**config.mk**
```make
export PLATFORM = sky130hd
export DESIGN_NAME = rv_instr_encoder
export DESIGN_NICKNAME = d
export VERILOG_FILES = /design/src/rtl/rv_isa_pkg.sv /design/src/rtl/rv_instr_pack.sv /design/src/rtl/rv_instr_encoder.sv
export SDC_FILE = /design/constraint.sdc
export NUM_CORES = 1
export LEC_CHECK = 0
export ABC_CLOCK_PERIOD_IN_PS = 3700
export BUFFER_PORTS_ARGS = -buffer_cell sky130_fd_sc_hd__buf_2
export CAP_MARGIN = 10
export CORE_UTILIZATION = 50
export CTS_BUF_LIST = sky130_fd_sc_hd__clkbuf_8
export DETAILED_ROUTE_END_ITERATION = 16
export GPL_ROUTABILITY_DRIVEN = 0
export PLACE_DENSITY = 0.78
export SETUP_SLACK_MARGIN = 0.15
export SLEW_MARGIN = 20
export SYNTH_ARGS = -nofsm -noshare
export SYNTH_HDL_FRONTEND = slang
export SYNTH_HIERARCHICAL = 1
export SYNTH_SLANG_ARGS = --single-unit
```
**constraint.sdc**
```tcl
create_clock -name clk -period 3.7 [get_ports clk]
set_input_delay 0 -clock clk [delete_from_list [all_inputs] [get_ports clk]]
set_output_delay 0 -clock clk [all_outputs]
set_load 0.01 [all_outputs]
```
**src/rtl/rv_isa_pkg.sv**
```systemverilog
// rv_isa_pkg: RV64I encoding constants shared by the instruction encoder and decoder.
//   format_e    - instruction format selector (R, I, S, B, U, J; INVALID = 7)
//   OP_*        - base opcodes accepted for each format
//   err_code_e  - reasons an encode request is dropped
//   IMM_*_BITS  - signed immediate width of each format; the format's legal
//                 range is what fits in that many two's-complement bits
package rv_isa_pkg;

    typedef enum logic [2:0] {
        FMT_R       = 3'd0,
        FMT_I       = 3'd1,
        FMT_S       = 3'd2,
        FMT_B       = 3'd3,
        FMT_U       = 3'd4,
        FMT_J       = 3'd5,
        FMT_INVALID = 3'd7
    } format_e;

    localparam logic [6:0] OP_OP     = 7'b0110011;
    localparam logic [6:0] OP_OP_32  = 7'b0111011;
    localparam logic [6:0] OP_IMM    = 7'b0010011;
    localparam logic [6:0] OP_LOAD   = 7'b0000011;
    localparam logic [6:0] OP_JALR   = 7'b1100111;
    localparam logic [6:0] OP_IMM_32 = 7'b0011011;
    localparam logic [6:0] OP_STORE  = 7'b0100011;
    localparam logic [6:0] OP_BRANCH = 7'b1100011;
    localparam logic [6:0] OP_LUI    = 7'b0110111;
    localparam logic [6:0] OP_AUIPC  = 7'b0010111;
    localparam logic [6:0] OP_JAL    = 7'b1101111;

    typedef enum logic [1:0] {
        ERR_NONE       = 2'd0,
        ERR_BAD_FORMAT = 2'd1,
        ERR_IMM_RANGE  = 2'd2,
        ERR_IMM_ALIGN  = 2'd3
    } err_code_e;

    // I/S: [-2048, 2047]; B: [-4096, 4094]; J: [-2^20, 2^20-2];
    // U: value must be representable in 32 signed bits.
    // The odd upper ends of B/J are already rejected by the alignment check.
    localparam int IMM_I_BITS = 12;
    localparam int IMM_S_BITS = 12;
    localparam int IMM_B_BITS = 13;
    localparam int IMM_J_BITS = 21;
    localparam int IMM_U_BITS = 32;

endpackage

```
**src/rtl/rv_instr_pack.sv**
```systemverilog
// rv_instr_pack: combinational packer and error classifier.
//   format, opcode, rd, rs1, rs2, funct3, funct7, imm : decoded fields
//   instr : packed 32-bit instruction word (meaningful only when err == ERR_NONE)
//   err   : BAD_FORMAT > IMM_ALIGN > IMM_RANGE, ERR_NONE when the fields are legal
import rv_isa_pkg::*;

module rv_instr_pack #(
    parameter int XLEN = 64
) (
    input  logic [2:0]      format,
    input  logic [6:0]      opcode,
    input  logic [4:0]      rd,
    input  logic [4:0]      rs1,
    input  logic [4:0]      rs2,
    input  logic [2:0]      funct3,
    input  logic [6:0]      funct7,
    input  logic [XLEN-1:0] imm,
    output logic [31:0]     instr,
    output err_code_e       err
);

    // True when v is a sign extension of its low 'bits' bits, i.e. everything
    // from bit (bits-1) upward is a copy of the sign.
    function automatic logic fits_signed(input logic [XLEN-1:0] v, input int bits);
        logic [XLEN-1:0] top;
        top = XLEN'($signed(v) >>> (bits - 1));
        return (top == '0) || (top == '1);
    endfunction

    logic fmt_ok;
    logic align_bad;
    logic range_bad;

    always_comb begin
        fmt_ok    = 1'b0;
        align_bad = 1'b0;
        range_bad = 1'b0;
        instr     = '0;
        case (format_e'(format))
            FMT_R: begin
                fmt_ok = (opcode == OP_OP) || (opcode == OP_OP_32);
                instr  = {funct7, rs2, rs1, funct3, rd, opcode};
            end
            FMT_I: begin
                fmt_ok    = (opcode == OP_IMM) || (opcode == OP_LOAD) ||
                            (opcode == OP_JALR) || (opcode == OP_IMM_32);
                range_bad = !fits_signed(imm, IMM_I_BITS);
                instr     = {imm[11:0], rs1, funct3, rd, opcode};
            end
            FMT_S: begin
                fmt_ok    = (opcode == OP_STORE);
                range_bad = !fits_signed(imm, IMM_S_BITS);
                instr     = {imm[11:5], rs2, rs1, funct3, imm[4:0], opcode};
            end
            FMT_B: begin
                fmt_ok    = (opcode == OP_BRANCH);
                align_bad = imm[0];
                range_bad = !fits_signed(imm, IMM_B_BITS);
                instr     = {imm[12], imm[10:5], rs2, rs1, funct3, imm[4:1], imm[11], opcode};
            end
            FMT_U: begin
                fmt_ok    = (opcode == OP_LUI) || (opcode == OP_AUIPC);
                align_bad = (imm[11:0] != 12'd0);
                range_bad = !fits_signed(imm, IMM_U_BITS);
                instr     = {imm[31:12], rd, opcode};
            end
            FMT_J: begin
                fmt_ok    = (opcode == OP_JAL);
                align_bad = imm[0];
                range_bad = !fits_signed(imm, IMM_J_BITS);
                instr     = {imm[20], imm[10:1], imm[11], imm[19:12], rd, opcode};
            end
            default: fmt_ok = 1'b0;
        endcase
    end

    always_comb begin
        if (!fmt_ok)        err = ERR_BAD_FORMAT;
        else if (align_bad) err = ERR_IMM_ALIGN;
        else if (range_bad) err = ERR_IMM_RANGE;
        else                err = ERR_NONE;
    end

endmodule

```
**src/rtl/rv_instr_encoder.sv**
```systemverilog
// rv_instr_encoder: two-stage RV64I encoder streaming addressed instruction words.
//   clk, rst_n           : clock, synchronous active-low reset
//   start, base_addr     : flush pipeline, load address counter, clear err_count
//   in_valid/in_ready    : input handshake for decoded fields in_*
//   out_valid/out_ready  : output handshake for out_instr at out_addr
//   err_valid, err_code  : one-cycle pulse when an input is dropped, with reason
//   err_count            : saturating count of dropped inputs
//
// Handshakes: a transfer happens on a rising edge where valid && ready. ready never
// depends on valid on the same side. While out_valid && !out_ready, out_instr and
// out_addr are held. in_ready is low during start.
import rv_isa_pkg::*;

module rv_instr_encoder #(
    parameter int XLEN      = 64,
    parameter int ERR_CNT_W = 16
) (
    input  logic                 clk,
    input  logic                 rst_n,
    input  logic                 start,
    input  logic [XLEN-1:0]      base_addr,
    input  logic                 in_valid,
    output logic                 in_ready,
    input  logic [2:0]           in_format,
    input  logic [6:0]           in_opcode,
    input  logic [4:0]           in_rd,
    input  logic [4:0]           in_rs1,
    input  logic [4:0]           in_rs2,
    input  logic [2:0]           in_funct3,
    input  logic [6:0]           in_funct7,
    input  logic [XLEN-1:0]      in_imm,
    output logic                 out_valid,
    input  logic                 out_ready,
    output logic [31:0]          out_instr,
    output logic [XLEN-1:0]      out_addr,
    output logic                 err_valid,
    output logic [1:0]           err_code,
    output logic [ERR_CNT_W-1:0] err_count
);

    // Stage 1: registered input fields
    logic            s1_valid;
    logic [2:0]      s1_format;
    logic [6:0]      s1_opcode;
    logic [4:0]      s1_rd;
    logic [4:0]      s1_rs1;
    logic [4:0]      s1_rs2;
    logic [2:0]      s1_funct3;
    logic [6:0]      s1_funct7;
    logic [XLEN-1:0] s1_imm;

    // Stage 2 drives the out_* ports directly
    logic            s2_valid;
    logic [XLEN-1:0] addr_cnt;

    logic [31:0]     pack_instr;
    err_code_e       pack_err;
    logic            s1_err;
    logic            s1_moves;
    logic            accept;

    rv_instr_pack #(.XLEN(XLEN)) u_pack (
        .format (s1_format),
        .opcode (s1_opcode),
        .rd     (s1_rd),
        .rs1    (s1_rs1),
        .rs2    (s1_rs2),
        .funct3 (s1_funct3),
        .funct7 (s1_funct7),
        .imm    (s1_imm),
        .instr  (pack_instr),
        .err    (pack_err)
    );

    // An errored entry is discarded rather than forwarded, so it never waits on S2.
    assign s1_err    = (pack_err != ERR_NONE);
    assign s1_moves  = s1_err || !s2_valid || out_ready;
    assign in_ready  = !start && (!s1_valid || s1_moves);
    assign accept    = in_valid && in_ready;
    assign out_valid = s2_valid;

    always_ff @(posedge clk) begin
        if (!rst_n) begin
            s1_valid  <= 1'b0;
            s1_format <= '0;
            s1_opcode <= '0;
            s1_rd     <= '0;
            s1_rs1    <= '0;
            s1_rs2    <= '0;
            s1_funct3 <= '0;
            s1_funct7 <= '0;
            s1_imm    <= '0;
            s2_valid  <= 1'b0;
            out_instr <= '0;
            out_addr  <= '0;
            addr_cnt  <= '0;
            err_valid <= 1'b0;
            err_code  <= 2'd0;
            err_count <= '0;
        end else if (start) begin
            s1_valid  <= 1'b0;
            s2_valid  <= 1'b0;
            addr_cnt  <= base_addr;
            err_valid <= 1'b0;
            err_code  <= 2'd0;
            err_count <= '0;
        end else begin
            // Stage 2: take a good word from S1, otherwise drain on out_ready
            if (s1_valid && s1_moves && !s1_err) begin
                s2_valid  <= 1'b1;
                out_instr <= pack_instr;
                out_addr  <= addr_cnt;
                addr_cnt  <= addr_cnt + XLEN'(4);
            end else if (out_ready) begin
                s2_valid <= 1'b0;
            end

            // Dropped entry: report for one cycle and count (saturating)
            if (s1_valid && s1_err) begin
                err_valid <= 1'b1;
                err_code  <= pack_err;
                if (err_count != {ERR_CNT_W{1'b1}}) begin
                    err_count <= err_count + ERR_CNT_W'(1);
                end
            end else begin
                err_valid <= 1'b0;
                err_code  <= 2'd0;
            end

            // Stage 1
            if (accept) begin
                s1_valid  <= 1'b1;
                s1_format <= in_format;
                s1_opcode <= in_opcode;
                s1_rd     <= in_rd;
                s1_rs1    <= in_rs1;
                s1_rs2    <= in_rs2;
                s1_funct3 <= in_funct3;
                s1_funct7 <= in_funct7;
                s1_imm    <= in_imm;
            end else if (s1_moves) begin
                s1_valid <= 1'b0;
            end
        end
    end

endmodule

```
# After elaboration in Yosys (flattened, before gate mapping)
# Cells that the tools add are included.
op_classes:
  addsub: 2
  n_eq_ne: 21
  muxes: 14
  bitwise: 3
  reduce_logical: 42
ops:
  columns: ["operator", "count"]
  rows:
  - ["$eq 64x64->1 const B", 4]
  - ["$logic_not 64->1", 4]
  - ["$pmux 32 s6", 1]
  - ["$mux 64", 2]
  - ["$add 64x3->64 const B", 1]
  - ["$eq 7x6->1 const B", 4]
  - ["$eq 7x5->1 const B", 3]
  - ["$eq 7x7->1 const B", 3]
  - ["$add 16x1->16 const B", 1]
  - ["$ne 16x16->1 const B", 1]
  - ["$logic_or 1x1->1", 12]
  - ["$reduce_bool 12->1", 1]
  - ["$logic_not 1->1", 8]
  - ["$reduce_bool 2->1", 4]
  - ["$eq 7x2->1 const B", 1]
  - ["$eq 3x2->1 const B", 2]
  - ["$eq 3x3->1 const B", 2]
  - ["$mux 2", 3]
  - ["$pmux 1 s6", 1]
  - ["$reduce_and 2->1", 3]
  - ["$reduce_or 2->1", 3]
  - ["$logic_and 1x1->1", 5]
  - ["$mux 1", 5]
  - ["$pmux 1 s4", 1]
  - ["5 further kinds", 7]
word_totals:
  ff_bits: 280
  inputBits: 168
  output_inout_bits: 117
  word_cells: 98

# Logic depth before layout (Yosys ltp)
# Gate-level depths: netlist of run 1.
depth:
  ltp_word: 14
  ltp_mapped: 18
  mapped_depth_nobuf: 14

# Cells and area by module
# The synthesis of run 1 kept the hierarchy.
by_module_without_submodules:
  columns: ["mod", "instances", "cells_per_inst", "area_each_um2", "seq_area_each_um2"]
  rows:
  - ["rv_instr_encoder", 1, 1424, 11188.2, 5605.4]
  - ["rv_instr_pack", 1, 163, 1043.5, 0.0]

# Worst setup path after synthesis of run 1
# OpenSTA, ideal clock, no wires.
synth_path:
  kind: "reg2reg"
  from: "register s1_format[2]"
  to: "register addr_cnt[61]"
  setup_time_ns: 0.074
  arrival_ns: 3.863
  required_time_ns: 3.626
  slack_ns: -0.237
  stages_incl_launch_ff: 18
  n_path_buf: 3
  synth_period_minus_slack_ns: 3.937
  cell_sequence: "dfxtp_1 > buf_2 > inv_2 > nor3_1 > ha_1 > nor4bb_1 > a22oi_1 > o21ai_1 > a32o_1 > a32o_1 > nand2b_1 > or3b_1 > buf_2 > nor4_4 > nand4_1 > buf_2 > or4_1 > a31oi_1"
synth_between:
  word_cells_on_any_way: 21
  classes_between: "eq/ne (5); mux (6); reduce/logical (10)"
synth_rtl:
  columns: ["item", "line_no", "source"]
  rows:
  - ["start: declaration", "rv_instr_encoder.sv:43", "logic [2:0] s1_format;"]
  - ["start signal: assignment", "rv_instr_encoder.sv:133", "s1_format <= in_format;"]
  - ["$eq 3x2->1 or $eq 3x3->1 (tied branches)", "rv_instr_pack.sv:39", "case (format_e'(format))"]
  - ["$reduce_or 2->1 (no line)", null, null]
  - ["$pmux 1 s2", "rv_instr_pack.sv:39", null]
  - ["$mux 2", "rv_instr_pack.sv:79", "else if (align_bad) err = ERR_IMM_ALIGN;"]
  - ["$mux 2 *", "rv_instr_pack.sv:78", "if (!fmt_ok) err = ERR_BAD_FORMAT;"]
  - ["named net pack_err[0]", "rv_instr_encoder.sv:57", "err_code_e pack_err;"]
  - ["$reduce_bool 2->1 *", "rv_instr_encoder.sv:76", "assign s1_err = (pack_err != ERR_NONE);"]
  - ["$logic_or 1x1->1 (2 in series)", "rv_instr_encoder.sv:77", "assign s1_moves = s1_err || !s2_valid || out_ready;"]
  - ["$logic_and 1x1->1", "rv_instr_encoder.sv:109", "if (s1_valid && s1_moves && !s1_err) begin"]
  - ["$logic_and 1x1->1 *", "rv_instr_encoder.sv:109", null]
  - ["$reduce_bool 2->1 (no line) *", null, null]
  - ["end signal: assignment", "rv_instr_encoder.sv:103", "addr_cnt <= base_addr;"]
  - ["end signal: assignment", "rv_instr_encoder.sv:113", "addr_cnt <= addr_cnt + XLEN'(4);"]
  - ["end: declaration", "rv_instr_encoder.sv:54", "logic [XLEN-1:0] addr_cnt;"]
# The timed path passes the listed nets; every way through them passes the cells marked *.
# A chain may end at the register's enable or synchronous reset.

# Final worst setup path of run 1
layout_path:
  from: "register s1_format[0]"
  to: "register addr_cnt[61]"
# The elaborated chain is that of the path after synthesis.

==> flow_metrics.py, run 1 <==
metrics = {
    "min_path": {
        "hp-start": "start",
        "worstHoldPathType": "input port to flip-flop",
    },
    "timing": {
        "max_slew.worst_pin.slew_ns": 1.223,
        "drv_slew": 0,
        "rsz0062_at_grt": "true",
        "period_share_pct": 100.1,
        "setup-tns-final_ns": -0.003838,
        "fin_skew_ns": 0.03369,
        "max-slew-margin-rel_pct": 18.47,
        "max_freq_mhz": 270.0,
        "fin_crit_ns": 3.704,
        "layout_setup_ws_ns": -0.003838,
        "finalSetupViolCount": 1,
        "finalHoldViolations": 0,
    },
    "cts": {
        "cts_buffers": 45,
        "clkTransAtPathRegs_ns": 0.06,
        "clock_sinks": 280,
        "clock_path_buffers": 3,
        "cts_root_buf": "clkbuf_8",
        "cts_tree": "built",
        "clock_latency_ns": 0.56,
        "htree_levels": 2,
    },
    "route": {
        "drcViolationCount": 0,
        "viasPerCell": 6.105,
        "drt_iter0_drc": 1752,
        "final_antenna_net_count": 0,
        "wl_per_cell_um": 20.99,
        "vias": 14822,
        "drt_wl_total_um": 50970,
        "first_pass_iters": 6,
    },
    "power_and_ir_drop": {
        "leakage_uw": 0.007803,
        "switching_share_pct": 25.83,
        "ir_drop_uv": 273.7,
        "total_power_uw": 6849,
        "p_switching_uw": 1769,
        "intPower_uw": 5080,
        "powerDensity_nw_per_um2": 366.8,
        "pwr-share-clk_pct": 41.8,
        "combPwrFrac_pct": 10.6,
        "power_frac_seq_pct": 47.5,
    },
    "yosys": {
        "synth.distinct_cells": 58,
        "synth_area_um2": 12230,
        "synth_edf_count": 0,
        "synth_area_leaders": "dfxtp_1 (46%), nand2_1 (13%), a21oi_1 (9.5%)",
        "syn_nets": 1759,
        "ys_top_cells_by_count": "nand2_1 (436), dfxtp_1 (280), a21oi_1 (232)",
        "syn_area_per_cell_um2": 7.707,
        "syn_inst": 1587,
        "synth_seq_cells": 280,
        "synth_top_area_share_pct": 45.83,
        "synth-seq-area-share_pct": 45.83,
        "ys.flop_type": "dfxtp_1",
        "synth.most_common_cell": "nand2_1",
        "yosys_warnings": 6,
        "yosys.area.top_type": "dfxtp_1",
        "async_flop_share_pct": 0,
    },
    "setup_path": {
        "critPathArrivalTime_ns": 4.15,
        "rrSetupSlack_ns": -0.004,
        "start_kind": "flip-flop",
        "crit_type": "flip-flop to flip-flop",
        "worst-endpoint-required_ns": 4.15,
        "crit_path_start": "s1_format[0]",
        "slowest_delay_ns": 0.48,
        "end_kind": "flip-flop",
        "path_max_fanout": 21,
        "slowest_stage": "or4_4",
        "path_cells": "inv_2 > nor3_4 > ha_4 > nor4bb_4 > a22oi_1 > o21ai_1 > a32o_1 > a32o_2 > nand2b_1 > or3b_4 > nor4_4 > nand4_1 > buf_6 > or4_4 > a31oi_1",
        "timing.rr.start": "s1_format[0]",
    },
    "run_status": {
        "status": "finished with violations",
        "violations": "negative setup slack",
    },
    "die": {
        "die_h_um": 158.4,
        "core_um2": 23750,
        "die_area_um2": 25090,
        "start_util_pct": 51.50,
        "core.rowCount": 56,
        "die_width_um": 158.4,
        "ios": 285,
    },
    "layout": {
        "post_route_cells_drive_above_1_share_pct": 31.28,
        "final_cell_count_no_fill": 2428,
        "utilization_pct": 78.60,
        "fill_cells": 1472,
        "areaGrowthSynthToFinish_pct": 52.64,
        "final_nets": 2249,
    },
    "grt": {
        "grt_usage_pct": 33.20,
        "grt_pass1_vias": 13124,
        "grt.overflow.total": 0,
        "grt_first_pass_wirelength_um": 66210,
        "grt_max_degree": 131,
        "antenna_found_initial": 1,
    },
    "place": {
        "place_inst": 2122,
        "hpwl_um": 25030,
        "numPortBuffers": 284,
    },
    "job": {
        "drv_cap": 0,
    },
}
-- path summary, 6_finish.rpt --
kind,to,depth (start not counted)
setup / recovery,addr_cnt[61],15
hold / removal,addr_cnt[34],4
setup reg to reg,addr_cnt[61],15
hold reg to reg,out_instr[0],2
-- stage by stage --
stage / worst slack, ns / hold slack, ns / cell area, um2
after detailed placement: -0.09169 / 0.2451 / 14100
after global routing: -0.1571 / 0.1414 / 18670
after global placement: 0.02930 / 0.2418 / 14100
after floorplan: 0.09928 / 0.05609 / 12300
after CTS: 0.08154 / 0.07103 / 16950
final: -0.003838 / 0.1096 / 18670
-- registers in the layout (all words and copies together), names as in the netlist --
signal and count:
err_valid 1, s1_rd 5, out_instr 32, s1_format 3, err_count 16, s1_rs1 5
s1_funct3 3, s1_imm 64, s1_valid 1, out_addr 64, s1_funct7 7, addr_cnt 64
out_valid 1, s1_opcode 7, s1_rs2 5, err_code 2
-- power groups by stage --
stage	Combinational [uW]	Clock, uW	Sequential, uW
3_5_place_dp	489	0	3290
2_1_floorplan	308	0	3250
3_3_place_gp	480	0	3280
4_1_cts	641	2840	3230
5_1_grt	771	3010	3260
6_report	729	2870	3250
-- per-layer routing --
| metal | vias up | GRT usage (%) | part of all wire [%] |
|---|---|---|---|
| li1 | 6546 | - | - |
| met1 | 6832 | 39.30 | 36 |
| met2 | 1166 | 57.48 | 48 |
| met3 | 278 | 6.532 | 11 |
| met4 | 0 | 15.84 | 6.0 |
| met5 | - | 0 | 0 |
-- cell usage in the layout (no fill, tap or decap), types with 14 or more instances in the layout --
master	synthesis	routed
a21oi_1	232	164
o21ai_0	69	69
nor3_1	34	32
dlygate4sd3_1	0	178
inv_1	11	21
buf_4	0	47
a211oi_1	14	14
a31oi_1	15	14
a22o_1	15	15
a21oi_2	0	68
dfxtp_1	280	278
xor2_1	21	21
nor2_1	53	52
xnor2_1	20	19
nand3_1	40	37
a22oi_1	17	17
buf_2	9	284
nor4_1	27	24
clkbuf_8	0	62
nand4_1	47	47
nand2_1	436	333
nand2_4	0	68
clkbuf_16	0	16
nand2_2	1	36
-- critical path, delay by kind of cell (launching register included) --
kind	cells	cell delay (ns)
AOI/OAI and AO/OA	5	0.80
buffers and inverters	2	0.24
DFF	1	0.33
adders and majority gates	1	0.26
and+or+nand+nor	7	1.95
-- timing repair --
item	CTS	global route
buffers inserted	3	17
gates resized for setup	12	275
setup endpoints to repair	65	234
hold buffers	179	0
hold endpoints to repair	165	0
cloned	0	28
pin swaps	2	133
-- kinds of logic after synthesis --
logic type / after synthesis / synth area share, %
mux: 11 / 0.9104
flops: 280 / 45.83
compound gates: 395 / 18.19
buf+inv: 127 / 3.989
simple gates: 729 / 27.74
fa+ha+maj: 4 / 0.4092
xor+xnor: 41 / 2.936
-- area by class of cell --
| type | instances | area [um2] | share of cell area, % |
|---|---|---|---|
| multi-input combinational | 1180 | 7197 | 38.55 |
| sequential | 280 | 5608 | 30.04 |
| timing repair buffer | 555 | 4433 | 23.74 |
| clock buffer | 62 | 853.3 | 4.570 |
| tap | 319 | 399.1 | 2.138 |
| clock inverter | 15 | 113.9 | 0.6098 |
| inverter | 15 | 61.31 | 0.3284 |
| antenna | 2 | 5.005 | 0.02681 |
No activity file was read; power rests on OpenSTA's default activity.
==> run 2, diff against run 1 <==
--- a/config.mk
+++ b/config.mk
@@ -5,14 +5,14 @@
 export SDC_FILE = /design/constraint.sdc
 export NUM_CORES = 1
 export LEC_CHECK = 0
-export ABC_CLOCK_PERIOD_IN_PS = 3700
+export ABC_CLOCK_PERIOD_IN_PS = 4200
 export BUFFER_PORTS_ARGS = -buffer_cell sky130_fd_sc_hd__buf_2
 export CAP_MARGIN = 10
-export CORE_UTILIZATION = 50
+export CORE_UTILIZATION = 56
 export CTS_BUF_LIST = sky130_fd_sc_hd__clkbuf_8
 export DETAILED_ROUTE_END_ITERATION = 16
 export GPL_ROUTABILITY_DRIVEN = 0
-export PLACE_DENSITY = 0.78
+export PLACE_DENSITY = 0.83
 export SETUP_SLACK_MARGIN = 0.15
 export SLEW_MARGIN = 20
 export SYNTH_ARGS = -nofsm -noshare
==> constraint.sdc (replaced) <==
create_clock -name clk -period 4.2 [get_ports clk]
set_input_delay 0 -clock clk [delete_from_list [all_inputs] [get_ports clk]]
set_output_delay 0 -clock clk [all_outputs]
set_load 0.01 [all_outputs]
==> run 2 against run 1 <==
  * The flow now finishes without violations
  * Core utilization decreased by 1.1 points
  * Register-to-register slack improved by 0.25 ns
  * Critical path depth did not move
==> flow_metrics.py, run 2 (synthesized netlist as in run 1, its figures left out) <==
metrics = {
    "run_status": {
        "status": "complete, no violations",
    },
    "power_and_ir_drop": {
        "ir_drop_uv": 223.4,
        "power_frac_seq_pct": 49.3,
        "total_power_uw": 5782,
        "leakage_uw": 0.006399,
        "pwr-share-clk_pct": 40.8,
        "powerDensity_nw_per_um2": 351.7,
        "switching_share_pct": 25.71,
        "combPwrFrac_pct": 9.8,
        "p_switching_uw": 1487,
        "intPower_uw": 4296,
    },
    "grt": {
        "grt_pass1_vias": 13220,
        "grt_first_pass_wirelength_um": 65980,
        "busiest_layer": "met2",
        "grt_max_degree": 127,
        "grt_usage_pct": 37.15,
        "grt_use_met1_pct": 43.10,
        "use_met2_pct": 63.43,
        "grt.overflow.total": 0,
        "grt_use_met3_pct": 7.378,
        "antenna_found_initial": 1,
    },
    "die": {
        "core_um2": 21220,
        "ios": 285,
        "die_area_um2": 22440,
        "die_width_um": 149.8,
        "start_util_pct": 57.64,
        "die_h_um": 149.8,
        "core.rowCount": 53,
    },
    "route": {
        "wl_per_cell_um": 18.50,
        "vias": 13911,
        "first_pass_iters": 8,
        "drt_iter0_drc": 1297,
        "viasPerCell": 6.033,
        "final_antenna_net_count": 0,
        "drt_wl_total_um": 42650,
        "drcViolationCount": 0,
    },
    "place": {
        "hpwl_um": 24760,
        "place_inst": 2057,
        "numPortBuffers": 284,
        "dpl-instance-area_um2": 13820,
        "pre_cts_slack_ns": -0.1580,
    },
    "cts": {
        "clock_path_buffers": 3,
        "cts_root_buf": "clkbuf_8",
        "clock_latency_ns": 0.56,
        "clkTransAtPathRegs_ns": 0.06,
        "htree_levels": 2,
        "clock_sinks": 280,
        "cts_buffers": 46,
        "cts_tree": "built",
    },
    "setup_path": {
        "crit_type": "flip-flop to flip-flop",
        "critPathArrivalTime_ns": 4.41,
        "end_kind": "flip-flop",
        "worst-endpoint-required_ns": 4.66,
        "path_max_fanout": 11,
        "start_kind": "flip-flop",
    },
    "layout": {
        "top_regs": "addr_cnt x64, out_addr x64, s1_imm x64",
        "layout_commonest_cell": "nand2_1",
        "final_cell_count_no_fill": 2306,
        "final_nets": 2170,
        "final_cell_mix": "nand2_1 (435), buf_2 (285), dfxtp_1 (280)",
        "utilization_pct": 77.47,
        "final_cell_area_um2": 16440,
        "areaGrowthSynthToFinish_pct": 34.40,
        "post_route_cells_drive_above_1_share_pct": 19.66,
        "fill_cells": 1410,
    },
    "timing": {
        "max_freq_mhz": 253.0,
        "layout_setup_ws_ns": 0.2467,
        "finalSetupViolCount": 0,
        "fin_crit_ns": 3.953,
        "max_slew.worst_pin.slew_ns": 0.9524,
        "fin_skew_ns": 0.02901,
        "rsz0062_at_grt": "false",
        "max-slew-margin-rel_pct": 36.51,
        "drv_slew": 0,
        "period_share_pct": 94.13,
        "finalHoldViolations": 0,
    },
    "min_path": {
        "worstHoldPathType": "input port to flip-flop",
    },
    "job": {
        "drv_cap": 0,
    },
}
run 2: changes by cell type in the layout (fill, tap and decap cells not counted), sizes merged:
cell,delta
dlymetal6s4s,-1
diode,-1
clkbuf,-21
inv,+8
bufinv,-1
clkinvlp,-1
dlygate4sd3,-12
clkinv,+2
buf,-51
run 2: final timing paths:
kind / depth (start not counted) / slack, ns / startpoint / endpoint
worst min-delay path: 3 / 0.06 / rst_n / out_addr[36]
worst min register to register: 2 / 0.45 / out_addr[20] / out_addr[20]
worst max-delay path: 15 / 0.25 / s1_format[0] / addr_cnt[59]
worst max register to register: 15 / 0.25 / s1_format[0] / addr_cnt[59]
run 2: power groups by stage:
| stage | clock, uW | sequential [uW] | combinational (uW) |
|---|---|---|---|
| 2_1_floorplan | 0 | 2860 | 269 |
| 3_3_place_gp | 0 | 2900 | 406 |
| 3_5_place_dp | 0 | 2900 | 413 |
| 4_1_cts | 2350 | 2840 | 534 |
| 5_1_grt | 2500 | 2860 | 611 |
| 6_report | 2360 | 2850 | 569 |
run 2: per-layer routing:
layer / vias up / wire, um
met1: 6416 / 15650
met4: 0 / 2265
li1: 6390 / -
met2: 926 / 20550
met5: - / 0
met3: 179 / 4185
run 2: what timing repair did:
item | CTS | global route
cloned | 0 | 1
buffers inserted | 0 | 1
hold buffers | 166 | 0
pin swaps | 1 | 2
endpoints found under the hold margin | 165 | 0
resized for setup | 2 | 7
setup endpoints to repair | 35 | 35
run 2: area by class of cell:
class,instances,area (um2),area share (%)
Antenna cell,1,2.502,0.01522
Clock buffer,57,784.5,4.772
Clock inverter,23,116.4,0.7078
Inverter,15,61.31,0.3729
Multi-Input combinational cell,1180,6203,37.74
Sequential cell,280,5605,34.10
Tap cell,275,344.1,2.093
Timing Repair Buffer,475,3322,20.21
run 2: worst max-delay path, cell delays in order, from the launching register on:
cell and delay (ns):
dfxtp_1 0.34, inv_2 0.07, nor3_4 0.21, ha_1 0.30, nor4bb_4 0.37, a22oi_1 0.13
o21ai_1 0.14, a32o_1 0.14, a32o_1 0.22, nand2b_1 0.09, or3b_4 0.43, nor4_4 0.28
nand4_1 0.24, buf_6 0.24, or4_1 0.47, a31oi_1 0.17
run 2: stage by stage:
step,hold WS (ns),TNS [ns]
4_1_cts,0.07138,0
6_report,0.06103,0
3_3_place_gp,0.2433,0
2_1_floorplan,0.05609,0
3_5_place_dp,0.2462,-1.222
5_1_grt,0.1120,0
